$ cat config.mk
export PLATFORM = sky130hd
export DESIGN_NAME = seg_scan_ctrl
export DESIGN_NICKNAME = d
export VERILOG_FILES = /design/src/rtl/seg_scan_ctrl.sv
export SDC_FILE = /design/constraint.sdc
export NUM_CORES = 1
export LEC_CHECK = 0
export ABC_AREA = 0
export BUFFER_PORTS_ARGS = -buffer_cell sky130_fd_sc_hd__buf_2
export CORE_ASPECT_RATIO = 0.5
export CORE_MARGIN = 5
export CORE_UTILIZATION = 30
export CTS_BUF_LIST = sky130_fd_sc_hd__clkbuf_4
export DETAILED_ROUTE_END_ITERATION = 12
export SYNTH_ARGS = -nofsm -noshare
export SYNTH_HDL_FRONTEND = slang
export SYNTH_SLANG_ARGS = --single-unit
$ cat constraint.sdc
create_clock -name clk -period 1.7 [get_ports clk]
set_clock_uncertainty 0.15 [all_clocks]
set_input_delay 0.085 -clock clk [delete_from_list [all_inputs] [get_ports clk]]
set_output_delay 0.085 -clock clk [all_outputs]
set_load 0.01 [all_outputs]
$ cat src/rtl/seg_scan_ctrl.sv
// seg_scan_ctrl: two-digit time-multiplexed scan scheduler for a shared hex-to-7-segment decoder.
// Ports: clk (rising edge), reset (sync, active high), s0/s1 (digit nibbles),
//        hex_out (nibble to shared decoder), anode (active-low digit enables, [0]=digit 0),
//        digit_sel (digit owned or pending), frame_tick (last cycle of each scan frame).
// Optional: define SEG_SCAN_DEADTIME_EN to insert BLANK-cycle dead time after each digit.
module seg_scan_ctrl #(
    parameter int PERIOD = 48000,
    parameter int BLANK  = 480
) (
    input  logic       clk,
    input  logic       reset,
    input  logic [3:0] s0,
    input  logic [3:0] s1,
    output logic [3:0] hex_out,
    output logic [1:0] anode,
    output logic       digit_sel,
    output logic       frame_tick
);
    localparam int MAXC = PERIOD > BLANK ? PERIOD : BLANK;
    localparam int CW = $clog2(MAXC + 1);
    localparam logic [CW-1:0] P_LAST = CW'(PERIOD - 1);
    typedef enum logic [1:0] {SHOW0, BLANK0, SHOW1, BLANK1} state_t;
    state_t state, nxt;
    logic [CW-1:0] cnt;
    logic [3:0] hex_q;
    logic last;
`ifdef SEG_SCAN_DEADTIME_EN
    localparam logic [CW-1:0] B_LAST = CW'(BLANK - 1);
    assign last = cnt == ((state == SHOW0 || state == SHOW1) ? P_LAST : B_LAST);
    assign nxt = state == SHOW0 ? BLANK0 :
                 state == BLANK0 ? SHOW1 :
                 state == SHOW1 ? BLANK1 : SHOW0;
    assign frame_tick = state == BLANK1 && cnt == B_LAST;
`else
    assign last = cnt == P_LAST;
    assign nxt = state == SHOW0 ? SHOW1 : SHOW0;
    assign frame_tick = state == SHOW1 && last;
`endif
    assign hex_out = hex_q;
    assign anode = state == SHOW0 ? 2'b10 : state == SHOW1 ? 2'b01 : 2'b11;
    // digit_sel points at the digit being shown or about to be shown
    assign digit_sel = state == BLANK0 || state == SHOW1;
    always_ff @(posedge clk) begin
        if (reset) begin
            state <= SHOW0;
            cnt   <= '0;
            hex_q <= 4'h0;
        end else if (last) begin
            state <= nxt;
            cnt   <= '0;
            // nibble is captured only on entry to a SHOW state
            if (nxt == SHOW0)
                hex_q <= s0;
            else if (nxt == SHOW1)
                hex_q <= s1;
        end else begin
            cnt <= cnt + 1'b1;
        end
    end
endmodule
== Word level (Yosys, flattened, before mapping) ==
Cells that the tools add are included.

* Add/subtract/negate cells: 1
* Reductions and logical operators: 7
* Multiplexer cells: 5
* Eq/ne operators: 4

{| class="wikitable"
|+ Operator list
! kind !! count
|-
| $add 16x1->16 const B || 1
|-
| $eq 16x16->1 const B || 1
|-
| $mux 4 || 2
|-
| $mux 2 || 3
|-
| $eq 2x2->1 const B || 2
|-
| $logic_not 2->1 || 2
|-
| $eq 2x1->1 const B || 1
|-
| $reduce_and 2->1 || 1
|-
| $reduce_bool 2->1 || 1
|-
| $reduce_or 2->1 || 1
|-
| $logic_and 1x1->1 || 1
|-
| $logic_or 1x1->1 || 1
|}

* Register bits: 22
* Output and inout bits: 8
* Logic and storage cells: 20

== Longest topological paths before layout ==
Gate-level depths: netlist (run 1).

* Depth in word-level cells: 5
* Gate-level depth with buffers: 6
* Depth with buffers taken out: 5

== Worst setup path before layout (run 1) ==
Ideal clock, no wire load.

* Path type: flip-flop to flip-flop
* From: reg cnt[0]
* To: reg cnt[10]
* Library setup time: 117 ps
* Clock period less this slack: 1629 ps
* Cell stages (with the launch flop): 7
* Setup slack: 71 ps
* Arrival time: 1361 ps
* Cells stage by stage: dfxtp_1 -> ha_1 -> nand3_1 -> nor2b_1 -> a21o_1 -> buf_2 -> nor2_1

* Word-level cells in the longest chain between the ends: 2

{| class="wikitable"
|+ RTL lines
! element !! line !! RTL
|-
| from (decl) || 24 || <nowiki>logic [CW-1:0] cnt;</nowiki>
|-
| from (signal assigned) || 57 || <nowiki>cnt <= cnt + 1'b1;</nowiki>
|-
| branches (longest 2 deep; another with $add 16x1->16) || - ||
|}

Parallel ways; which one is timed is not known.
A chain may end at the register's enable or synchronous reset.

== Worst setup path after layout (run 1) ==
* From: reg cnt[10]
* To: out frame_tick

* Word-level cells in the longest chain between the ends: 2

{| class="wikitable"
|+ RTL lines
! element !! line !! RTL
|-
| $eq 16x16->1 || 35 || <nowiki>assign last = cnt == P_LAST;</nowiki>
|-
| $logic_and 1x1->1 || 37 || <nowiki>assign frame_tick = state == SHOW1 && last;</nowiki>
|-
| to (decl) || 17 || <nowiki>output logic frame_tick</nowiki>
|}

Every way passes these cells.

==> results of run 1 <==
logic make-up (layout without fill, tap and decap cells):
kind of cell             after synthesis  after routing  share of synthesized area
XOR/XNOR                              12             12                      0.109
flip-flops                            21             21                      0.434
buffers and inverters                  9             43                     0.0426
adder cells (fa/ha/maj)                1              1                     0.0129
AO/OA/AOI/OAI                         11             11                     0.0685
AND/OR/NAND/NOR                       52             52                      0.292
multiplexers                           4              4                     0.0413
flip-flops by register name, indices dropped and copies added (netlist names):
register and flops:
state 1, hex_out 4, cnt 16
worst max-delay path: stages, from the launching register on:
cell and delay [ns]:
sky130_fd_sc_hd__dfxtp_2 0.37, sky130_fd_sc_hd__nand4bb_1 0.20, sky130_fd_sc_hd__nor3_2 0.18, sky130_fd_sc_hd__buf_4 0.15, sky130_fd_sc_hd__and3_4 0.17, sky130_fd_sc_hd__buf_6 0.09
Yosys cell counts:
cell type	instances	area, µm²
sky130_fd_sc_hd__buf_2	3	15.0
sky130_fd_sc_hd__inv_1	3	11.3
sky130_fd_sc_hd__a21o_1	2	15.0
sky130_fd_sc_hd__dfxtp_1	21	420
sky130_fd_sc_hd__or4_4	1	11.3
sky130_fd_sc_hd__nand4bb_1	1	11.3
sky130_fd_sc_hd__nor2b_1	1	6.26
sky130_fd_sc_hd__nor4_1	2	12.5
sky130_fd_sc_hd__xnor2_1	7	61.3
sky130_fd_sc_hd__nor2_1	15	56.3
sky130_fd_sc_hd__o31ai_1	1	7.51
sky130_fd_sc_hd__xor2_1	5	43.8
sky130_fd_sc_hd__a21oi_2	1	8.76
sky130_fd_sc_hd__ha_1	1	12.5
sky130_fd_sc_hd__nor3_1	7	35.0
sky130_fd_sc_hd__nor3_2	1	10.0
sky130_fd_sc_hd__and3_1	6	37.5
sky130_fd_sc_hd__buf_4	1	7.51
sky130_fd_sc_hd__nand3_2	1	10.0
sky130_fd_sc_hd__nand4_1	5	31.3
sky130_fd_sc_hd__and4_4	1	11.3
sky130_fd_sc_hd__nand3_1	5	25.0
sky130_fd_sc_hd__clkbuf_1	2	7.51
sky130_fd_sc_hd__o21ai_0	1	5.00
sky130_fd_sc_hd__a21oi_1	6	30.0
sky130_fd_sc_hd__mux2i_1	4	40.0
sky130_fd_sc_hd__or3_1	1	6.26
sky130_fd_sc_hd__nand2_1	5	18.8
repair_timing:
action / CTS / global route
setup buffers: 8 / 2
hold endpoints to repair: 8 / 0
resized for setup: 16 / 10
pin swaps: 2 / 5
hold buffers: 1 / 0
setup endpoints to repair: 1 / 2
gates cloned: 0 / 0
final timing paths:
check                                   startpoint  slack [ns]  cells past startpoint                      end
worst max register to register   cnt[1]$_SDFF_PP0_        0.07                      5       cnt[15]$_SDFF_PP0_
worst min-delay path                         s1[2]        0.06                      4  hex_out[2]$_SDFFE_PP0N_
worst min register to register   cnt[6]$_SDFF_PP0_        0.36                      2        cnt[6]$_SDFF_PP0_
worst max-delay path            cnt[10]$_SDFF_PP0_      -0.004                      5               frame_tick
power by group through the flow:
| stage | clock, mW | combinational (mW) | sequential [mW] |
|---|---|---|---|
| after floorplan | 0 | 0.0189 | 0.515 |
| after global placement | 0 | 0.0330 | 0.516 |
| after detailed placement | 0 | 0.0340 | 0.516 |
| after CTS | 0.267 | 0.0477 | 0.505 |
| after global routing | 0.296 | 0.0554 | 0.506 |
| final | 0.258 | 0.0475 | 0.505 |
per-stage QoR:
| step | area (µm²) | power, mW | setup slack [ns] | TNS (ns) |
|---|---|---|---|---|
| 6_report | 1330 | 0.810 | -0.00449 | -0.00449 |
| 5_1_grt | 1330 | 0.857 | -0.103 | -0.103 |
| 4_1_cts | 1290 | 0.819 | 0.00147 | 0 |
| 3_5_place_dp | 1130 | 0.550 | 0.0334 | 0 |
| 3_3_place_gp | 1130 | 0.549 | 0.0847 | 0 |
| 2_1_floorplan | 968 | 0.534 | 0.0714 | 0 |
metal layers:
metal / part of all wire / global-route usage
met5: 0 / 0
met4: 0.0090 / 0.0347
met3: 0.041 / 0.0373
met2: 0.43 / 0.159
met1: 0.51 / 0.122
cell type report:
| cell class | count | area (µm²) | area share |
|---|---|---|---|
| Inverter | 3 | 11.3 | 0.00844 |
| Tap cell | 40 | 50.0 | 0.0375 |
| Clock buffer | 4 | 30.0 | 0.0225 |
| Multi-Input combinational cell | 80 | 563 | 0.422 |
| Sequential cell | 21 | 439 | 0.329 |
| Timing Repair Buffer | 36 | 240 | 0.180 |
==> out/summary.md, run 1 <==
In the final design database the tool counted 156 nets. The run gives 2 as the maximum root-to-sink buffer count. Data on the critical path arrives at its endpoint at 1.47 ns. The total area inside the core boundary comes to 0.00305 mm².

The sequential share of power came out at 0.623. Using the TritonRoute via totals, the vias-per-cell ratio works out to 4.63. Final critical path time including I/O delays and setup: 1.70 ns.

After detailed routing, the average wire length per cell comes to 11.5 µm. For the number of placed cells counting well taps, the log shows 169. Sort of element at the start of the critical path: a flip-flop. Setup repair after global routing could not meet its margin everywhere. In this run the worst path has a maximum fanout of 6. The run gives 18 as the top-level I/O count.

Synthesis handed over a netlist of 110 instances. The count of vias placed by the detailed router came out at 852. TritonCTS built the clock tree. Entering global routing, the biggest net connects 14 pins.

The violation count after the first detailed-routing iteration came out at 41. Counting the buffers created by CTS gives 3. The layout-stage area growth over the synthesis result works out to 37.7%. For the standby leakage power, the log shows 0.500 nW. The worst setup path is captured at an output port.

The worst setup path is of the reg -> out kind. The tree is rooted in a sky130_fd_sc_hd__clkbuf_4. The final reports fail on setup timing. Across the run, the number of max-cap violations was 0. The number of global-route vias before repair was 811.

After clock tree synthesis, the clock-pin slew on the worst setup and hold paths is 0.12 ns. Starting utilization of the core area: 0.318. The clock reaches the later pin of the worst-skew pair after 0.30 ns.

Once layout is complete, the cells apart from fillers number 184. Global routing finished with a remaining overflow of 0. The number of sinks on the clock net is 21, and the number of filler instances in the final layout is 290. The all-layer global routing usage is 0.0986. The type of the most critical hold path was in -> reg. The upper clock frequency limit was 587 MHz. The average footprint of a synthesized cell was 8.80 µm²; the count of standard-cell rows was 14. The synthesized design contains 21 register bits. Wires add up to 2110 µm.

Total of warnings raised by yosys: 0. The run finished, with violations left. For the clock network power share, the log shows 0.318. The net switching share of the total power was 0.221.

The final estimated routing congestion in global placement is 0.759. The first global-routing pass estimated 3620 µm of wire. For this run, design rule violations remaining after detail routing come to 0. For the share of the core filled with cells in the final layout, the log shows 0.438. The height of the die works out to 50.2 µm. Synthesis produced a netlist with a net count of 121.

The period utilization is 1.00, and the internal portion of total power is 0.631 mW. IR analysis of the VDD net gives a maximum drop of 0.337 mV. In this run, distinct cell masters in the synthesized netlist total 28. For this design the total switching power over the nets is 0.179 mW.

The tools report the number of endpoints failing setup at the final stage as 1. Once detail routing completed, the nets flagged for antenna violations numbered 0. Leaving out fill and tap cells, the most frequent cell in the layout is sky130_fd_sc_hd__buf_4. The post-route worst setup slack was -0.00449 ns. The number of antenna violations at the first check in global routing was 0. The area enclosed by the die boundary was 0.00453 mm². The proportion of layout cells with a drive suffix above 1 was 0.438. For the number of iterations in the first detailed-routing pass, the log shows 3.

For the final antenna diode count, the log shows 0. In this run the tool buffered the top-level ports with 17 buffer cells. The tools report the combinational group share of total power as 0.059. For the share of synthesized area occupied by flip-flops and latches, the log shows 0.434. The die is 90.4 µm wide. The worst-margin pin slew works out to 0.344 ns.

Leaving out fill and tap cells, the most frequent cells in the layout are sky130_fd_sc_hd__buf_4, sky130_fd_sc_hd__buf_2, sky130_fd_sc_hd__nor2_1. The post-detailed-placement half-perimeter wirelength was 1460 µm; the data required time of the worst path was 1.46 ns. The minimum hold slack was 0.0574 ns; the worst relative slew slack was 0.770. The count of endpoints failing hold in the final timing report is 0, and the deepest level of the CTS H-tree is 1. In this run the cell area of the synthesized design comes to 968 µm². The power per standard cell area was 608 mW/mm². For the count of final max-slew check failures, the log shows 0.
No activity file was read; power rests on OpenSTA's default activity.
==> run 2: changes to the inputs <==
CELL_PAD_IN_SITES_DETAIL_PLACEMENT = 0   (was unset)
CELL_PAD_IN_SITES_GLOBAL_PLACEMENT = 2   (was unset)
CORE_ASPECT_RATIO = unset   (was 0.5)
PLACE_DENSITY_LB_ADDON = 0.1   (was unset)
==> run 2 against run 1 <==
The flow now finishes without violations. Fmax increased by 0.39%. Global-route usage up 0.76 points. Count of clock-buffer cells in the layout did not move. Power decreased by 0.28%. Via count down 0.70%. Flip-flop and latch count stayed put. Clock power is essentially flat. Cell area is 3.5% lower. Cell count grew 1.1%. Register-to-register slack barely moved. Utilization is 1.9 points lower. Largest power group unchanged.
==> out/summary.md, run 2 (synthesis gave the netlist of run 1 again) <==
Top register by number of flip-flops: cnt. TritonCTS built the clock tree. The maximum root-to-sink buffer count was 2 (unchanged). For the total clock buffers created by CTS, the log shows 3 (unchanged).

The peak fanout along the critical path is 2 (-4). The count of unresolved DRC violations after routing was 0 (unchanged); the number of buffer cells added on primary ports was 17 (unchanged). The number of cells on the worst hold path is 4 (unchanged), and the number of iterations in the first detailed-routing pass is 2 (-1).

The area used by multi-input combinational logic is 523 µm² (-7.1%). The worst setup path is captured at an output port. Fraction of met2 tracks used by global routing: 0.196 (+0.0366). Clock-pin slew of the registers on the worst-case setup and hold paths: 0.12 ns (about the same). The most utilized layer in the global route result is met2. Setup repair after global routing could not meet its margin everywhere. The number of nets in the finished design was 154 (-1.3%).

For hold timing, the worst endpoint is hex_out[0]$_SDFFE_PP0N_. The count of vias placed by the detailed router is 846 (-0.70%). For the standby leakage power, the log shows 0.498 nW (-0.33%). For the final antenna diode count, the log shows 0 (unchanged). The min-delay analysis places its worst path in the category in -> reg. The final estimated routing congestion in global placement came out at 0.734 (-3.4%).

Kind of cell adding the most delay to the critical path: simple AND/OR/NAND/NOR gates. The post-route worst setup slack was 0.00219 ns (+0.00668 ns). Height of the die: 66.8 µm (+33%).

For the setup slack on the worst flop-to-flop path, the log shows 0.08 ns (about the same). Number of sinks on the clock net: 21 (unchanged). The number of endpoints failing setup at the final stage was 0 (-1); the detailed-route vias per instance was 4.55 (-1.8%). The number of buffer and inverter instances along the worst setup path came out at 2 (unchanged). Worst reg2reg path depth: 5 (unchanged). In this run the critical register-to-register path is captured at cnt[15]$_SDFF_PP0_. The period utilization came out at 0.999 (-0.00393). The top-level I/O count is 18 (unchanged). The global-route congestion overflow total is 0 (unchanged).

The minimum hold slack came out at 0.0716 ns (+0.0142 ns). Remaining antenna violation count after routing: 0 (unchanged). The tools report the number of placed cells counting well taps as 173 (+2.4%).

In this run the most critical hold path is launched from s1[0]. The tools report the sequential cell area as 437 µm² (-0.57%). The width of the die is 66.8 µm (-26%). Clock tree synthesis selected as its root buffer the cell sky130_fd_sc_hd__clkbuf_4. The logs give 328 (+13%) for the number of filler instances in the final layout and 0.790 (+0.0194) for the worst relative slew slack. The met3 track utilization from global routing came out at 0.0202 (-0.0171). The setup path with the least slack is of type reg -> out.

Final instance count without filler cells: 186 (+1.1%). The logs give 2080 µm (-1.2%) for the post-detailed-routing wire length and 22 (-46%) for the violation count after the first detailed-routing iteration. For the worst slack after detailed placement, the log shows 0.0415 ns (+0.00808 ns). The largest incremental delay on the critical path is 0.35 ns (-0.02 ns).

The data required time of the worst path came out at 1.46 ns (about the same). In this run the critical register-to-register path is launched from cnt[1]$_SDFF_PP0_. For the maximum number of pins on one net before global-route repair, the log shows 14 (unchanged). Global-route wire length before repair: 3590 µm (-0.75%). The count of standard-cell rows was 20 (+6). The run gives 0 (unchanged) as the number of max-cap violations. Starting utilization of the core area: 0.315 (-0.00310).

The average wire per standard cell is 11.2 µm (-2.3%). The library cell used most frequently in the layout, excluding fill and tap cells, is sky130_fd_sc_hd__buf_2. The number of antenna violations at the first check in global routing was 0 (unchanged). The tools report the sort of element at the start of the critical path as a flip-flop. The worst-margin pin slew was 0.315 ns (-0.0290 ns); the total core area was 0.00308 mm² (+0.99%). The flow ran to the end, and the final reports show no timing, DRC or antenna violations. The proportion of layout cells with a drive suffix above 1 was 0.401 (-0.0361).

The met1 global-route usage is 0.117 (-0.00585). The logs give 0.00446 mm² (-1.5%) for the area enclosed by the die boundary and 1.46 ns (about the same) for the data arrival time of the critical path. The signal on the critical path passes through ha_2 > nand3_2 > nor2b_4 > buf_6 > and3_1 > buf_2. The number of global-route vias before repair is 828 (+2.1%). The share of the core filled with cells in the final layout is 0.418 (-0.0193), and the clock latency on the worst-skew pair is 0.30 ns (about the same).

The count of final max-slew check failures was 0 (unchanged); the deepest level of the CTS H-tree was 1 (unchanged). The all-layer global routing usage is 0.106 (+0.00760). The tools report the maximum vdd ir drop as 0.246 mV (-27%).

In the layout the commonest cells are sky130_fd_sc_hd__buf_2, sky130_fd_sc_hd__nor2_1, sky130_fd_sc_hd__buf_4. The flip-flop count of the largest register after layout is 16 (unchanged), and the upper clock frequency limit is 589 MHz (+0.39%). The slowest stage of the critical path is the sky130_fd_sc_hd__dfxtp_2 cell.

The count of endpoints failing hold in the final timing report is 0 (unchanged), and the layout-stage area growth over the synthesis result is 32.9%. The power per standard cell area was 628 mW/mm² (+3.3%). The post-detailed-placement half-perimeter wirelength is 1520 µm (+4.2%). The final critical path time including I/O delays and setup is 1.70 ns (-0.00668 ns).
==> run 2: worst min-delay path, stage by stage <==
cell                      delay, ns
sky130_fd_sc_hd__buf_2         0.10
sky130_fd_sc_hd__mux2i_1       0.10
sky130_fd_sc_hd__and3_1        0.16
sky130_fd_sc_hd__nor3_1        0.04
==> run 2: how the worst max path moves through the flow <==
stage	start	slack [ns]	endpoint	cells past startpoint
finish	cnt[0]$_SDFF_PP0_	0.002	frame_tick	6
global route	cnt[12]$_SDFF_PP0_	-0.12	frame_tick	5
CTS	cnt[12]$_SDFF_PP0_	-0.03	frame_tick	5
detailed placement	cnt[0]$_SDFF_PP0_	0.04	cnt[14]$_SDFF_PP0_	6
global placement	cnt[0]$_SDFF_PP0_	0.06	cnt[14]$_SDFF_PP0_	6
floorplan	cnt[0]$_SDFF_PP0_	0.07	cnt[10]$_SDFF_PP0_	6
==> run 2: layout make-up <==
type	instances	area share
clock buffers	4	0.0233
inverters	3	0.00875
multi-input cells	80	0.406
flip-flops and latches	21	0.339
well taps	44	0.0428
repair buffers	34	0.180
==> run 2: metrics by stage <==
stage	cell area [µm²]	TNS (ns)	power, mW
5_1_grt	1290	-0.130	0.848
2_1_floorplan	968	0	0.534
3_3_place_gp	1150	0	0.553
4_1_cts	1270	-0.0340	0.830
3_5_place_dp	1150	0	0.554
6_report	1290	0	0.808
==> run 2: power by group <==
group	leakage, nW	switching, mW	internal, mW
clock network	0.0184	0.149	0.107
registers	0.175	0.00562	0.497
logic	0.305	0.0214	0.0270
==> run 2: repair_timing <==
action / 4_1_cts / 5_1_grt
resized for setup: 15 / 3
pin swaps: 3 / 1
hold buffers: 1 / 0
endpoints found under the setup margin: 1 / 3
setup buffers: 6 / 2
endpoints found under the hold margin: 8 / 0
==> run 2: layer usage <==
| layer | vias up | routed length [µm] | part of all wire |
|---|---|---|---|
| li1 | 444 | - | - |
| met1 | 384 | 928 | 0.45 |
| met2 | 16 | 1010 | 0.49 |
| met3 | 2 | 122 | 0.059 |
| met4 | 0 | 19 | 0.0091 |
| met5 | - | 0 | 0 |
